### src/rtl/price_bin2bcd_seq_if.sv
// Start/done handshake and result bus between a price source and the BCD converter.
interface price_bin2bcd_seq_if #(
  parameter int BIN_W  = 8,
  parameter int DIGITS = 3
);
  logic                  i_start;
  logic [BIN_W-1:0]      i_price_bin;
  logic                  o_busy;
  logic                  o_done;
  logic [4*DIGITS-1:0]   o_price_bcd;
  logic [DIGITS-1:0]     o_lz_mask;

  modport master (
    output i_start, i_price_bin,
    input  o_busy, o_done, o_price_bcd, o_lz_mask
  );

  modport slave (
    input  i_start, i_price_bin,
    output o_busy, o_done, o_price_bcd, o_lz_mask
  );
endinterface

### src/rtl/price_bin2bcd_seq.sv
// Iterative double-dabble price converter with leading-zero mask; result BIN_W+1 edges after start.
// No queueing: start is only taken while idle, requests during a conversion are dropped.
module price_bin2bcd_seq #(
  parameter int BIN_W  = 8,
  parameter int DIGITS = 3
) (
  input  logic                 i_clk,
  input  logic                 i_rst,
  price_bin2bcd_seq_if.slave   bcd_if
);

  localparam int CNT_W = $clog2(BIN_W + 1);
  localparam longint unsigned MAX_IN    = (64'd1 << BIN_W) - 64'd1;
  localparam longint unsigned DEC_RANGE = 64'd10 ** DIGITS;

  if (BIN_W < 2) begin : g_bin_w_err
    $error("price_bin2bcd_seq: BIN_W must be at least 2");
  end
  if (DEC_RANGE <= MAX_IN) begin : g_digits_err
    $error("price_bin2bcd_seq: DIGITS too small to hold 2**BIN_W-1");
  end

  typedef enum logic [1:0] {IDLE, SHIFT, FINISH} state_t;

  state_t               r_state;
  state_t               w_state_nxt;
  logic [BIN_W-1:0]     r_sh;
  logic [4*DIGITS-1:0]  r_acc;
  logic [CNT_W-1:0]     r_cnt;
  logic                 r_done;
  logic [4*DIGITS-1:0]  r_price_bcd;
  logic [DIGITS-1:0]    r_lz_mask;
  logic [4*DIGITS-1:0]  w_acc_adj;
  logic [DIGITS-1:0]    w_lz;
  logic                 w_hi_zero;

  always_ff @(posedge i_clk or posedge i_rst) begin
    if (i_rst) begin
      r_state <= IDLE;
    end else begin
      r_state <= w_state_nxt;
    end
  end

  always_comb begin
    w_state_nxt = r_state;
    case (r_state)
      IDLE:    if (bcd_if.i_start) w_state_nxt = SHIFT;
      SHIFT:   if (r_cnt == CNT_W'(1)) w_state_nxt = FINISH;
      FINISH:  w_state_nxt = IDLE;
      default: w_state_nxt = IDLE;
    endcase
  end

  // Digits >= 5 get +3 before the shift so they carry correctly into the next BCD digit.
  always_comb begin
    w_acc_adj = r_acc;
    for (int d = 0; d < DIGITS; d++) begin
      if (r_acc[4*d +: 4] >= 4'd5) begin
        w_acc_adj[4*d +: 4] = r_acc[4*d +: 4] + 4'd3;
      end
    end
  end

  // Digit 0 is never blanked so a zero price still shows a single '0'.
  always_comb begin
    w_lz      = '0;
    w_hi_zero = 1'b1;
    for (int i = DIGITS - 1; i >= 1; i--) begin
      w_hi_zero = w_hi_zero & (r_acc[4*i +: 4] == 4'd0);
      w_lz[i]   = w_hi_zero;
    end
  end

  always_ff @(posedge i_clk or posedge i_rst) begin
    if (i_rst) begin
      r_sh        <= '0;
      r_acc       <= '0;
      r_cnt       <= '0;
      r_done      <= 1'b0;
      r_price_bcd <= '0;
      r_lz_mask   <= '0;
    end else begin
      r_done <= 1'b0;
      case (r_state)
        IDLE: begin
          if (bcd_if.i_start) begin
            r_sh  <= bcd_if.i_price_bin;
            r_acc <= '0;
            r_cnt <= CNT_W'(BIN_W);
          end
        end
        SHIFT: begin
          r_acc <= {w_acc_adj[4*DIGITS-2:0], r_sh[BIN_W-1]};
          r_sh  <= {r_sh[BIN_W-2:0], 1'b0};
          r_cnt <= r_cnt - CNT_W'(1);
        end
        FINISH: begin
          r_price_bcd <= r_acc;
          r_lz_mask   <= w_lz;
          r_done      <= 1'b1;
        end
        default: ;
      endcase
    end
  end

  assign bcd_if.o_busy      = (r_state != IDLE);
  assign bcd_if.o_done      = r_done;
  assign bcd_if.o_price_bcd = r_price_bcd;
  assign bcd_if.o_lz_mask   = r_lz_mask;

endmodule

### src/flat_wrapper.sv
// flat-port wrapper written by rule: the top's interface ports become plain ports
module price_bin2bcd_seq_flat 
#(
  parameter int BIN_W  = 8,
  parameter int DIGITS = 3
)
  (i_clk, i_rst, bcd_if_i_start, bcd_if_i_price_bin, bcd_if_o_busy, bcd_if_o_done, bcd_if_o_price_bcd, bcd_if_o_lz_mask);
  price_bin2bcd_seq_if #(.BIN_W(BIN_W), .DIGITS(DIGITS)) bcd_if_i ();
  input  logic i_clk;
  input  logic i_rst;
  input wire logic [$bits(bcd_if_i.i_start)-1:0] bcd_if_i_start;
  input wire logic [$bits(bcd_if_i.i_price_bin)-1:0] bcd_if_i_price_bin;
  output wire logic [$bits(bcd_if_i.o_busy)-1:0] bcd_if_o_busy;
  output wire logic [$bits(bcd_if_i.o_done)-1:0] bcd_if_o_done;
  output wire logic [$bits(bcd_if_i.o_price_bcd)-1:0] bcd_if_o_price_bcd;
  output wire logic [$bits(bcd_if_i.o_lz_mask)-1:0] bcd_if_o_lz_mask;
  assign bcd_if_i.i_start = bcd_if_i_start;
  assign bcd_if_i.i_price_bin = bcd_if_i_price_bin;
  assign bcd_if_o_busy = bcd_if_i.o_busy;
  assign bcd_if_o_done = bcd_if_i.o_done;
  assign bcd_if_o_price_bcd = bcd_if_i.o_price_bcd;
  assign bcd_if_o_lz_mask = bcd_if_i.o_lz_mask;
  price_bin2bcd_seq #(.BIN_W(BIN_W), .DIGITS(DIGITS)) u_core (.i_clk(i_clk), .i_rst(i_rst), .bcd_if(bcd_if_i));
endmodule
### config.mk
export PLATFORM = sky130hd
export DESIGN_NAME = price_bin2bcd_seq_flat
export DESIGN_NICKNAME = d
export VERILOG_FILES = /design/src/rtl/price_bin2bcd_seq_if.sv /design/src/rtl/price_bin2bcd_seq.sv /design/src/flat_wrapper.sv
export SDC_FILE = /design/constraint.sdc
export NUM_CORES = 1
export LEC_CHECK = 0
export CAP_MARGIN = 25
export CORE_UTILIZATION = 57
export DETAILED_ROUTE_END_ITERATION = 16
export GPL_TIMING_DRIVEN = 1
export PLACE_DENSITY = 0.84
export SYNTH_ARGS = -nofsm -noshare
export SYNTH_HDL_FRONTEND = slang
export SYNTH_SLANG_ARGS = --single-unit
### constraint.sdc
create_clock -name i_clk -period 2.43 [get_ports i_clk]
set_input_delay 0.486 -clock i_clk [delete_from_list [all_inputs] [get_ports i_clk]]
set_output_delay 0.486 -clock i_clk [all_outputs]
set_load 0.005 [all_outputs]
Yosys cells after proc, flatten, opt, wreduce, memory -nomap -nowiden:

Cells that the tools add are included.
W data, S select, Z words.

* output and inout port bits: 17
* register bits: 41

* reduce and logical (&&, ||, !) cells: 7
* mux-type cells: 13
* bitwise operators: 1
* magnitude comparators: 3
* add/subtract/negate cells: 4
* equality and inequality tests: 5

Operator list (number)
* $pmux W12 S2: 1
* $pmux W8 S2: 1
* $ge A4 B3 Y1 const B: 3
* $mux W12: 1
* $mux W4: 3
* $add A4 B2 Y4 const B: 2
* $logic_not A4 Y1: 2
* $mux W8: 1
* $pmux W4 S2: 1
* $eq A4 B1 Y1 const B: 1
* $mux W2: 2
* $pmux W2 S2: 1
* $reduce_and A2 Y1: 2
* $reduce_bool A2 Y1: 2
* $sub A4 B1 Y4 const B: 1
* $add A3 B2 Y3 const B: 1
* $mux W3: 1
* $eq A2 B1 Y1 const B: 1
* $eq A2 B2 Y1 const B: 1
* $logic_not A2 Y1: 1
* $ne A2 B1 Y1 const B: 1
* $ne A2 B2 Y1 const B: 1
* $and A1 B1 Y1: 1
* $mux W1: 1

Logic depth before layout (Yosys ltp):

Gate-level depths: netlist of run 1.

* depth after elaboration: 3
* gate-level depth with buffers: 6
* depth with buffers taken out: 6

Worst setup path before layout of run 1:

Ideal clock, no wire load.

* kind: register -> output
* from: register u_core.r_state[0]
* to: output port bcd_if_o_busy
* path slack: 964 ps
* buffers on the path: 2
* arrival time: 980 ps
* data required time: 1944 ps
* cell stages (with the launch flop): 4
* path through: dfrtp_1 > buf_2 > buf_2 > or2_2

* word-level cells in the longest chain between the ends: 1

Ends and longest elaborated chain
* start: declaration: RTL line price_bin2bcd_seq.sv:25 `state_t r_state;`
* start signal: assignment: RTL line price_bin2bcd_seq.sv:41 `r_state <= w_state_nxt;`
* $reduce_bool A2 Y1: RTL line price_bin2bcd_seq.sv:108 `assign bcd_if.o_busy = (r_state != IDLE);`
* end: declaration: RTL line flat_wrapper.sv:13 `output wire logic [$bits(bcd_if_i.o_busy)-1:0] bcd_if_o_busy;`

No other way between the ends.

Final worst setup path of run 1:

* from: register u_core.r_state[1]
* to: output port bcd_if_o_busy

Same word-level chain as after synthesis.

==> impl_metrics.csv, run 1 <==
group,metric,value,unit
outcome,outcome,"finished, final reports clean",
sta,setup_violations,0,
sta,hold_viol_final,0,
worst_setup_path,reg2reg_from,"u_core.r_acc[4]$_DFFE_PP0P_",
finish,final_nets,246,
cts,clock_path_buffers,2,
die,row_count,20,
sta,rsz0062_at_grt,"no",
sta,min_period,1950,ps
global_route,grt_max_degree,24,
synthesis,synth_largest_area_cell,"dfrtp_1",
min_path,hold_class,"input port to asynchronous set/reset pin",
sta,skew,11.7,ps
synthesis,synth_edf_count,0,
place,dpl_cell_area,2220,sq um
finish,drive_above_1_share,0.0617,
synthesis,ys_seq_area_frac,0.534,
die,die-area,3610,sq um
worst_setup_path,crit_path_top_delay_cell,"clkdlybuf4s50_1",
worst_setup_path,path_class,"flop to primary output",
synthesis,syn_nets,218,
worst_setup_path,start_kind,"flop",
worst_setup_path,cpPeakStageDelay,450,ps
synthesis,syn_area,1920,sq um
synthesis,netlist-cell-type-count,32,
worst_setup_path,path_cells,"or2_2, clkdlybuf4s50_1",
place,gp_congestion,0.817,
global_route,grt_pass1_wl,6170,microns
worst_setup_path,reg2reg_depth,6,
route,drcViolationCount,0,
cts,cts_resized,0,
power_and_ir_drop,ir_drop,0.000660,V
worst_setup_path,critPathBufInv,1,
cts,ctsHoldBuffers,0,
synthesis,synth-async-reset-ratio,1.00,
sta,slew_viol_final,0,
cts,cts_sinks,41,
worst_setup_path,cp.depth,2,
finish,syn2layout_area_growth,20.1,%
die,initial_core_util,0.614,
sta,post-route-period-util,0.803,
worst_setup_path,cpLargestDelayFamily,"buffers and inverters",
global_route,antenna_found_initial,0,
run,cap_viol_max_count,0,
synthesis,avgSynthCellArea,9.70,sq um
die,die_height,60.0,microns
synthesis,ys_warn_count,0,
worst_setup_path,cp_max_fo,2,
route,first_pass_iters,4,
power_and_ir_drop,cellLeakagePower,1.05,nW
worst_setup_path,required,1940,ps
sta,setup_ws,479,ps
worst_setup_path,crit_end,"bcd_if_o_busy",
cts,cts_setup_buffers,0,
route,wl,3570,microns
worst_setup_path,cp.arrival,1460,ps
global_route,track_usage,0.234,
synthesis,yosysMostFrequentCell,"dfrtp_1",
finish,design_area,2310,sq um
worst_setup_path,cp-end-kind,"primary output",
synthesis,synth_ff_type,"dfrtp_1",
synthesis,synth_commonest_cells,"dfrtp_1, nand2_1, o21ai_0, a21oi_1, inv_1",
die,core_area,3130,sq um
place,pre_cts_ws,606,ps
place,dp_cells,263,
sta,tns,0,ps
worst_setup_path,r2r-end,"u_core.r_acc[5]$_DFFE_PP0P_",
worst_setup_path,reg2reg_slack,860,ps
die,fp.dieW,60.0,microns
die,top_level_ports,28,
global_route,grt_pass1_vias,1481,
worst_setup_path,startpoint,"u_core.r_state[1]$_DFFE_PP0P_",
power_and_ir_drop,power_density,1190,nW/um^2
route,antenna_left,0,
route,vias,1480,
cts,cts_buffers,5,
finish,layout.cells.non_filler,271,
synthesis,netlist_top_cells_area,"dfrtp_1, nand2_1, ha_1",
route,viasPerCell,5.46,
place,hpwl,2600,microns
synthesis,synth-seq-cells,41,
sta,relSlewSlack,0.560,
global_route,overflow,0,
sta,fmax,513,MHz
synthesis,netlist.area_leader.share,0.534,
synthesis,syn_inst,198,
finish,utilization,0.737,
cts,clk_latency,350,ps
route,first_iter_violations,64,
cts,cts_tree,"yes",
route,wire_per_inst,13.2,microns
cts,htree_levels,2,
cts,clk_pin_slew,120,ps
cts,root_buffer,"clkbuf_4",
place,numPortBuffers,26,
finish,antenna_cells,0,
sta,worstMarginPinSlew,659,ps
[worst reg2reg max path, cell delays in order (launching register included)]
cell      delay (ps)
dfrtp_1          420
inv_1            170
ha_1             220
nand2b_1          80
a21oi_1          280
xnor2_1          170
o22ai_1          100
[stage by stage]
step / power, mW / hold WS, ps
finish: 2.74 / 466
global route: 2.96 / 518
CTS: 2.75 / 488
detailed placement: 2.30 / 463
global placement: 2.23 / 458
floorplan: 1.89 / 450
[cell usage in the layout, fill, tap and decap left out, types with 2 or more instances in the layout]
cell and count:
o311ai_1 3, a22oi_1 2, a22o_1 2, o21ai_1 5
nand2_1 39, a21oi_1 13, clkdlybuf4s50_1 26, nor2_1 8
nand2b_1 5, nand3_1 3, xnor2_1 3, ha_1 9
nor3b_1 7, a32o_1 3, o21ai_0 14, o22ai_1 6
dfrtp_1 41, o31ai_1 3, inv_1 11, clkbuf_4 5
buf_4 5
[flip-flops by register name (all words and copies together) (netlist names)]
signal                     cells
u_core.bcd_if.o_lz_mask        2
u_core.r_state                 2
u_core.bcd_if.o_done           1
u_core.r_cnt                   4
u_core.r_sh                    8
u_core.r_acc                  12
u_core.bcd_if.o_price_bcd     12
[where the power goes]
part / leakage, nW / switching, mW / total (mW) / internal [mW]
Clock: 0.0455 / 0.214 / 0.460 / 0.246
Combinational: 0.472 / 0.568 / 1.13 / 0.566
Sequential: 0.536 / 0.199 / 1.15 / 0.950
Total: 1.05 / 0.981 / 2.74 / 1.76
[area by class of cell]
class	instances	area, sq um
sequential	41	1030
fill	242	822
multi-input combinational	136	801
timing repair buffer	31	298
clock buffer	7	55.1
tap	44	55.1
inverter	11	41.3
clock inverter	1	30.0
[kinds of logic (layout without fill, tap and decap cells)]
group           count (synthesis)  after routing  synth area share
simple gates                   70             70             0.173
compound gates                 52             52             0.164
flops                          41             41             0.534
buf+inv                        21             50            0.0489
fa+ha+maj                       9              9            0.0586
xor+xnor                        3              3            0.0137
other cells                     1              1           0.00195
mux                             1              1           0.00521
[metal layers]
| layer | part of all wire | GRT usage |
|---|---|---|
| met5 | 0 | 0 |
| met4 | 0.016 | 0.126 |
| met3 | 0.043 | 0.0541 |
| met2 | 0.49 | 0.386 |
| met1 | 0.45 | 0.281 |
[worst min path at each step]
stage,start,to,cells past startpoint
6_report,i_rst,u_core.bcd_if.o_price_bcd[4]$_DFFE_PP0P_,2
5_1_grt,u_core.bcd_if.o_price_bcd[6]$_DFFE_PP0P_,u_core.bcd_if.o_price_bcd[6]$_DFFE_PP0P_,2
4_1_cts,i_rst,u_core.bcd_if.o_lz_mask[1]$_DFFE_PP0P_,2
3_5_place_dp,u_core.bcd_if.o_price_bcd[11]$_DFFE_PP0P_,u_core.bcd_if.o_price_bcd[11]$_DFFE_PP0P_,2
3_3_place_gp,u_core.bcd_if.o_price_bcd[10]$_DFFE_PP0P_,u_core.bcd_if.o_price_bcd[10]$_DFFE_PP0P_,2
2_1_floorplan,u_core.r_sh[7]$_DFFE_PP0P_,u_core.r_acc[0]$_DFFE_PP0P_,2
Power figures use the tool's default switching activity.
==> run 2: changes to the inputs <==
CORE_UTILIZATION = 48   (was 57)
PLACE_DENSITY = 0.76   (was 0.84)
clock period = 1.6 ns   (was 2.43 ns; I/O delays follow)
==> impl_metrics.csv, run 2 (same netlist as run 1, synthesis figures left out) <==
group,metric,value,unit
outcome,outcome,"finished, final reports clean",
global_route,grt_pass1_wl,6190,microns
worst_setup_path,path_class,"flop to primary output",
finish,final_cell_mix,"dfrtp_1, nand2_1, clkdlybuf4s50_1",
die,die-area,4260,sq um
finish,drive_above_1_share,0.0873,
cts,cts_tree,"yes",
sta,post-route-period-util,0.963,
worst_setup_path,required,1280,ps
die,top_level_ports,28,
place,numPortBuffers,26,
power_and_ir_drop,cellLeakagePower,1.07,nW
sta,hold_viol_final,0,
route,first_pass_iters,4,
power_and_ir_drop,power_density,1780,nW/um^2
worst_setup_path,cp.arrival,1220,ps
cts,cts_sinks,41,
finish,antenna_cells,0,
global_route,track_usage,0.194,
sta,rsz0062_at_grt,"no",
finish,final_nets,248,
sta,setup_violations,0,
place,hpwl,2420,microns
run,cap_viol_max_count,0,
route,wire_per_inst,12.7,microns
place,pre_cts_ws,-38.1,ps
die,core_area,3740,sq um
global_route,overflow,0,
worst_setup_path,cp_max_fo,2,
cts,cts_setup_buffers,0,
cts,clk_latency,300,ps
place,dpl_cell_area,2250,sq um
sta,fmax,649,MHz
sta,skew,4.40,ps
global_route,grt_max_degree,42,
power_and_ir_drop,p_total,4.17,mW
power_and_ir_drop,ir_drop,0.00106,V
sta,holdWs,379,ps
sta,slew_viol_final,0,
route,drcViolationCount,0,
route,first_iter_violations,112,
place,dp_cells,269,
die,die_height,65.3,microns
worst_setup_path,critPathBufInv,1,
cts,cts_buffers,5,
finish,design_area,2350,sq um
route,wl,3530,microns
die,initial_core_util,0.513,
die,row_count,22,
worst_setup_path,cp-end-kind,"primary output",
worst_setup_path,crit_path_top_delay_cell,"dfrtp_1",
route,viasPerCell,5.26,
worst_setup_path,path_cells,"or2_2, dlygate4sd2_1",
route,antenna_left,0,
finish,syn2layout_area_growth,22.2,%
route,vias,1458,
worst_setup_path,cpLargestDelayFamily,"flip-flops",
finish,layout.cells.non_filler,277,
min_path,hold_class,"input port to asynchronous set/reset pin",
cts,htree_levels,2,
finish,utilization,0.627,
sta,setup_ws,59.8,ps
cts,clock_path_buffers,2,
sta,min_period,1540,ps
sta,tns,0,ps
worst_setup_path,cpPeakStageDelay,370,ps
finish,final_common_cell,"dfrtp_1",
die,fp.dieW,65.3,microns
worst_setup_path,start_kind,"flop",
global_route,grt_pass1_vias,1351,
global_route,antenna_found_initial,0,
place,gp_congestion,0.768,
cts,root_buffer,"clkbuf_8",
cts,clk_pin_slew,80,ps
## run 2: path summary, 6_finish.rpt
kind,startpoint,end,slack (ps),depth (start not counted)
worst max-delay path,u_core.r_state[1]$_DFFE_PP0P_,bcd_if_o_busy,60,2
worst min-delay path,i_rst,u_core.bcd_if.o_price_bcd[9]$_DFFE_PP0P_,380,3
worst max register to register,u_core.r_acc[5]$_DFFE_PP0P_,u_core.r_acc[5]$_DFFE_PP0P_,80,6
worst min register to register,u_core.bcd_if.o_price_bcd[11]$_DFFE_PP0P_,u_core.bcd_if.o_price_bcd[11]$_DFFE_PP0P_,480,2
max in group asynchronous,i_rst,u_core.r_cnt[3]$_DFFE_PP0P_,1030,3
min in group i_clk,u_core.bcd_if.o_price_bcd[11]$_DFFE_PP0P_,u_core.bcd_if.o_price_bcd[11]$_DFFE_PP0P_,480,2
## run 2: where the power goes
part	switching (mW)	total [mW]	internal, mW
combinational	0.864	1.75	0.889
sequential	0.305	1.75	1.45
clock	0.363	0.664	0.301
## run 2: what timing repair did
action | in CTS | in global routing
resized for setup | 1 | 3
cloned | 0 | 0
setup endpoints to repair | 1 | 11
hold buffers | 0 | 0
endpoints found under the hold margin | 0 | 0
## run 2: layout make-up
| cell class | count | area, sq um |
|---|---|---|
| Multi-Input combinational cell | 136 | 810 |
| Tap cell | 48 | 60.1 |
| Fill cell | 336 | 1400 |
| Clock buffer | 5 | 68.8 |
| Clock inverter | 3 | 17.5 |
| Timing Repair Buffer | 33 | 324 |
| Sequential cell | 41 | 1030 |
| Inverter | 11 | 41.3 |
## run 2: tightest hold or removal path: stages
cell	delay [ps]
clkdlybuf4s50_1	400
inv_1	100
buf_12	230
## run 2: routing by layer
metal  part of all wire  GRT usage
met1               0.48      0.257
met5                  0          0
met3              0.043     0.0573
met4              0.016     0.0761
met2               0.46      0.296
==> run 3: changes to the inputs <==
--- a/config.mk
+++ b/config.mk
@@ -7,2 +7,3 @@
 export LEC_CHECK = 0
+export ABC_AREA = 1
 export CAP_MARGIN = 25
==> constraint.sdc (replaced) <==
create_clock -name i_clk -period 1.6 [get_ports i_clk]
set_input_delay 0.24 -clock i_clk [delete_from_list [all_inputs] [get_ports i_clk]]
set_output_delay 0.24 -clock i_clk [all_outputs]
set_load 0.005 [all_outputs]
==> impl_metrics.csv, run 3 <==
group,metric,value,unit
outcome,outcome,"finished, final reports clean",
finish,drive_above_1_share,0.0821,
synthesis,avgSynthCellArea,8.28,sq um
worst_setup_path,start_kind,"flop",
route,viasPerCell,4.90,
sta,setup_violations,0,
cts,cts_buffers,5,
sta,tns,0,ps
global_route,antenna_found_initial,0,
route,wire_per_inst,11.1,microns
synthesis,synth_commonest_cells,"nand2_1, dfrtp_1, inv_1, nand3_1, o21ai_1",
worst_setup_path,cp.arrival,1140,ps
sta,holdWs,296,ps
synthesis,synth-seq-cells,41,
power_and_ir_drop,switching_power,1.72,mW
route,first_iter_violations,104,
cts,cts_sinks,41,
cts,clock_path_buffers,2,
worst_setup_path,crit_path_top_delay_cell,"clkdlybuf4s50_1",
finish,final_cell_mix,"nand2_1, dfrtp_1, clkdlybuf4s50_1",
cts,clk_pin_slew,70,ps
cts,cts_tree,"yes",
worst_setup_path,cp_max_fo,2,
worst_setup_path,required,1360,ps
finish,syn2layout_area_growth,22.2,%
synthesis,syn_nets,256,
sta,skew,2.40,ps
global_route,grt_pass1_wl,6220,microns
power_and_ir_drop,intPower,2.69,mW
worst_setup_path,path_cells,"clkdlybuf4s50_1",
worst_setup_path,critPathBufInv,1,
place,hpwl,2530,microns
sta,setup_ws,215,ps
die,initial_core_util,0.518,
synthesis,netlist.area_leader.share,0.525,
synthesis,ys_seq_area_frac,0.525,
die,row_count,22,
sta,post-route-period-util,0.865,
power_and_ir_drop,p_seq_frac,0.390,
power_and_ir_drop,p_clk_frac,0.164,
worst_setup_path,cp-end-kind,"primary output",
route,first_pass_iters,4,
synthesis,syn_area,1950,sq um
sta,hold_viol_final,0,
die,core_area,3770,sq um
power_and_ir_drop,power_density,1850,nW/um^2
cts,ctsHoldBuffers,0,
sta,rsz0062_at_grt,"no",
synthesis,netlist_top_cells_area,"dfrtp_1, nand2_1, ha_1",
finish,final_common_cell,"nand2_1",
synthesis,synth_edf_count,0,
power_and_ir_drop,ir_drop,0.000873,V
min_path,hold_class,"input port to asynchronous set/reset pin",
worst_setup_path,path_class,"flop to primary output",
synthesis,netlist-cell-type-count,20,
worst_setup_path,reg2reg_slack,230,ps
global_route,overflow,0,
finish,antenna_cells,0,
die,die_height,65.8,microns
sta,min_period,1380,ps
synthesis,ys_warn_count,0,
place,pre_cts_ws,247,ps
sta,fmax,722,MHz
power_and_ir_drop,power_frac_comb,0.446,
run,cap_viol_max_count,0,
cts,clk_latency,290,ps
global_route,grt_pass1_vias,1450,
cts,htree_levels,2,
worst_setup_path,cpPeakStageDelay,500,ps
power_and_ir_drop,cellLeakagePower,1.21,nW
route,wl,3520,microns
finish,multiInputGateArea,788,sq um
synthesis,synth-async-reset-ratio,1.00,
synthesis,yosysMostFrequentCell,"nand2_1",
die,fp.dieW,65.8,microns
sta,slew_viol_final,0,
worst_setup_path,cpLargestDelayFamily,"buffers and inverters",
global_route,track_usage,0.196,
synthesis,syn_inst,236,
finish,ff_latch_area,1030,sq um
route,vias,1547,
power_and_ir_drop,p_total,4.41,mW
synthesis,synth_largest_area_cell,"dfrtp_1",
cts,root_buffer,"clkbuf_8",
global_route,grt_max_degree,42,
die,die-area,4330,sq um
route,antenna_left,0,
place,numPortBuffers,26,
synthesis,synth_ff_type,"dfrtp_1",
place,gp_congestion,0.828,
route,drcViolationCount,0,
finish,final_nets,287,
die,top_level_ports,28,
finish,n_fill_cell,354,
power_and_ir_drop,switching_share,0.389,
==> run 3: changes by cell type after synthesis, sizes merged, moves of 6 or more <==
cell | previous run | this run
a21oi | 13 | 2
inv | 11 | 28
nand2 | 39 | 83
nand2b | 6 | 0
nand3 | 3 | 22
nor3b | 7 | 0
==> run 3: metal layers <==
metal / track usage / vias to the layer above / wire, microns
li1: - / 808 / -
met1: 0.250 / 684 / 1640
met2: 0.313 / 49 / 1630
met3: 0.0569 / 6 / 181
met4: 0.0734 / 0 / 60
met5: 0 / - / 0
==> run 3: worst paths after layout <==
path | end | start | cells after the start
setup reg to reg | u_core.bcd_if.o_lz_mask[1]$_DFFE_PP0P_ | u_core.r_state[0]$_DFFE_PP0P_ | 6
max in group asynchronous | u_core.r_state[0]$_DFFE_PP0P_ | i_rst | 3
setup / recovery | bcd_if_o_price_bcd[0] | u_core.bcd_if.o_price_bcd[0]$_DFFE_PP0P_ | 1
min in group i_clk | u_core.bcd_if.o_price_bcd[10]$_DFFE_PP0P_ | u_core.bcd_if.o_price_bcd[10]$_DFFE_PP0P_ | 2
hold reg to reg | u_core.bcd_if.o_price_bcd[10]$_DFFE_PP0P_ | u_core.bcd_if.o_price_bcd[10]$_DFFE_PP0P_ | 2
hold / removal | u_core.r_sh[1]$_DFFE_PP0P_ | i_rst | 3
==> run 3: cell type report <==
cell class              count  share of cell area
multi-input cells         161               0.330
repair buffers             30               0.128
inverters                  28              0.0440
clock buffers               7              0.0404
well taps                  48              0.0252
flip-flops and latches     41               0.430
clock inverters             1             0.00210
==> run 3: power by group through the flow <==
stage	Sequential, mW	Clock, mW	Combinational [mW]
after floorplan	1.70	0	1.35
after global placement	1.73	0	1.88
after detailed placement	1.74	0	1.94
after CTS	1.71	0.745	1.97
after global routing	1.77	0.806	2.28
final	1.72	0.721	1.97
==> run 3: kinds of logic after synthesis <==
kind of cell             Yosys count  synth area share
AND/OR/NAND/NOR                  123             0.266
other                              1           0.00192
adder cells (fa/ha/maj)            9            0.0577
buffers and inverters             34            0.0749
flip-flops                        41             0.525
AO/OA/AOI/OAI                     28            0.0743
==> run 3: per-stage QoR <==
stage,util,instance area (sq um),instances
2_1_floorplan,-,1950,236
3_3_place_gp,0.601,2270,307
3_5_place_dp,0.601,2270,307
4_1_cts,0.630,2380,316
5_1_grt,0.633,2390,316
6_report,0.633,2390,316
==> run 3: repair_timing <==
action | CTS | global route
gates cloned | 0 | 0
endpoints found under the setup margin | 1 | 1
setup buffers | 1 | 0
pin swaps | 0 | 1
resized for setup | 1 | 3
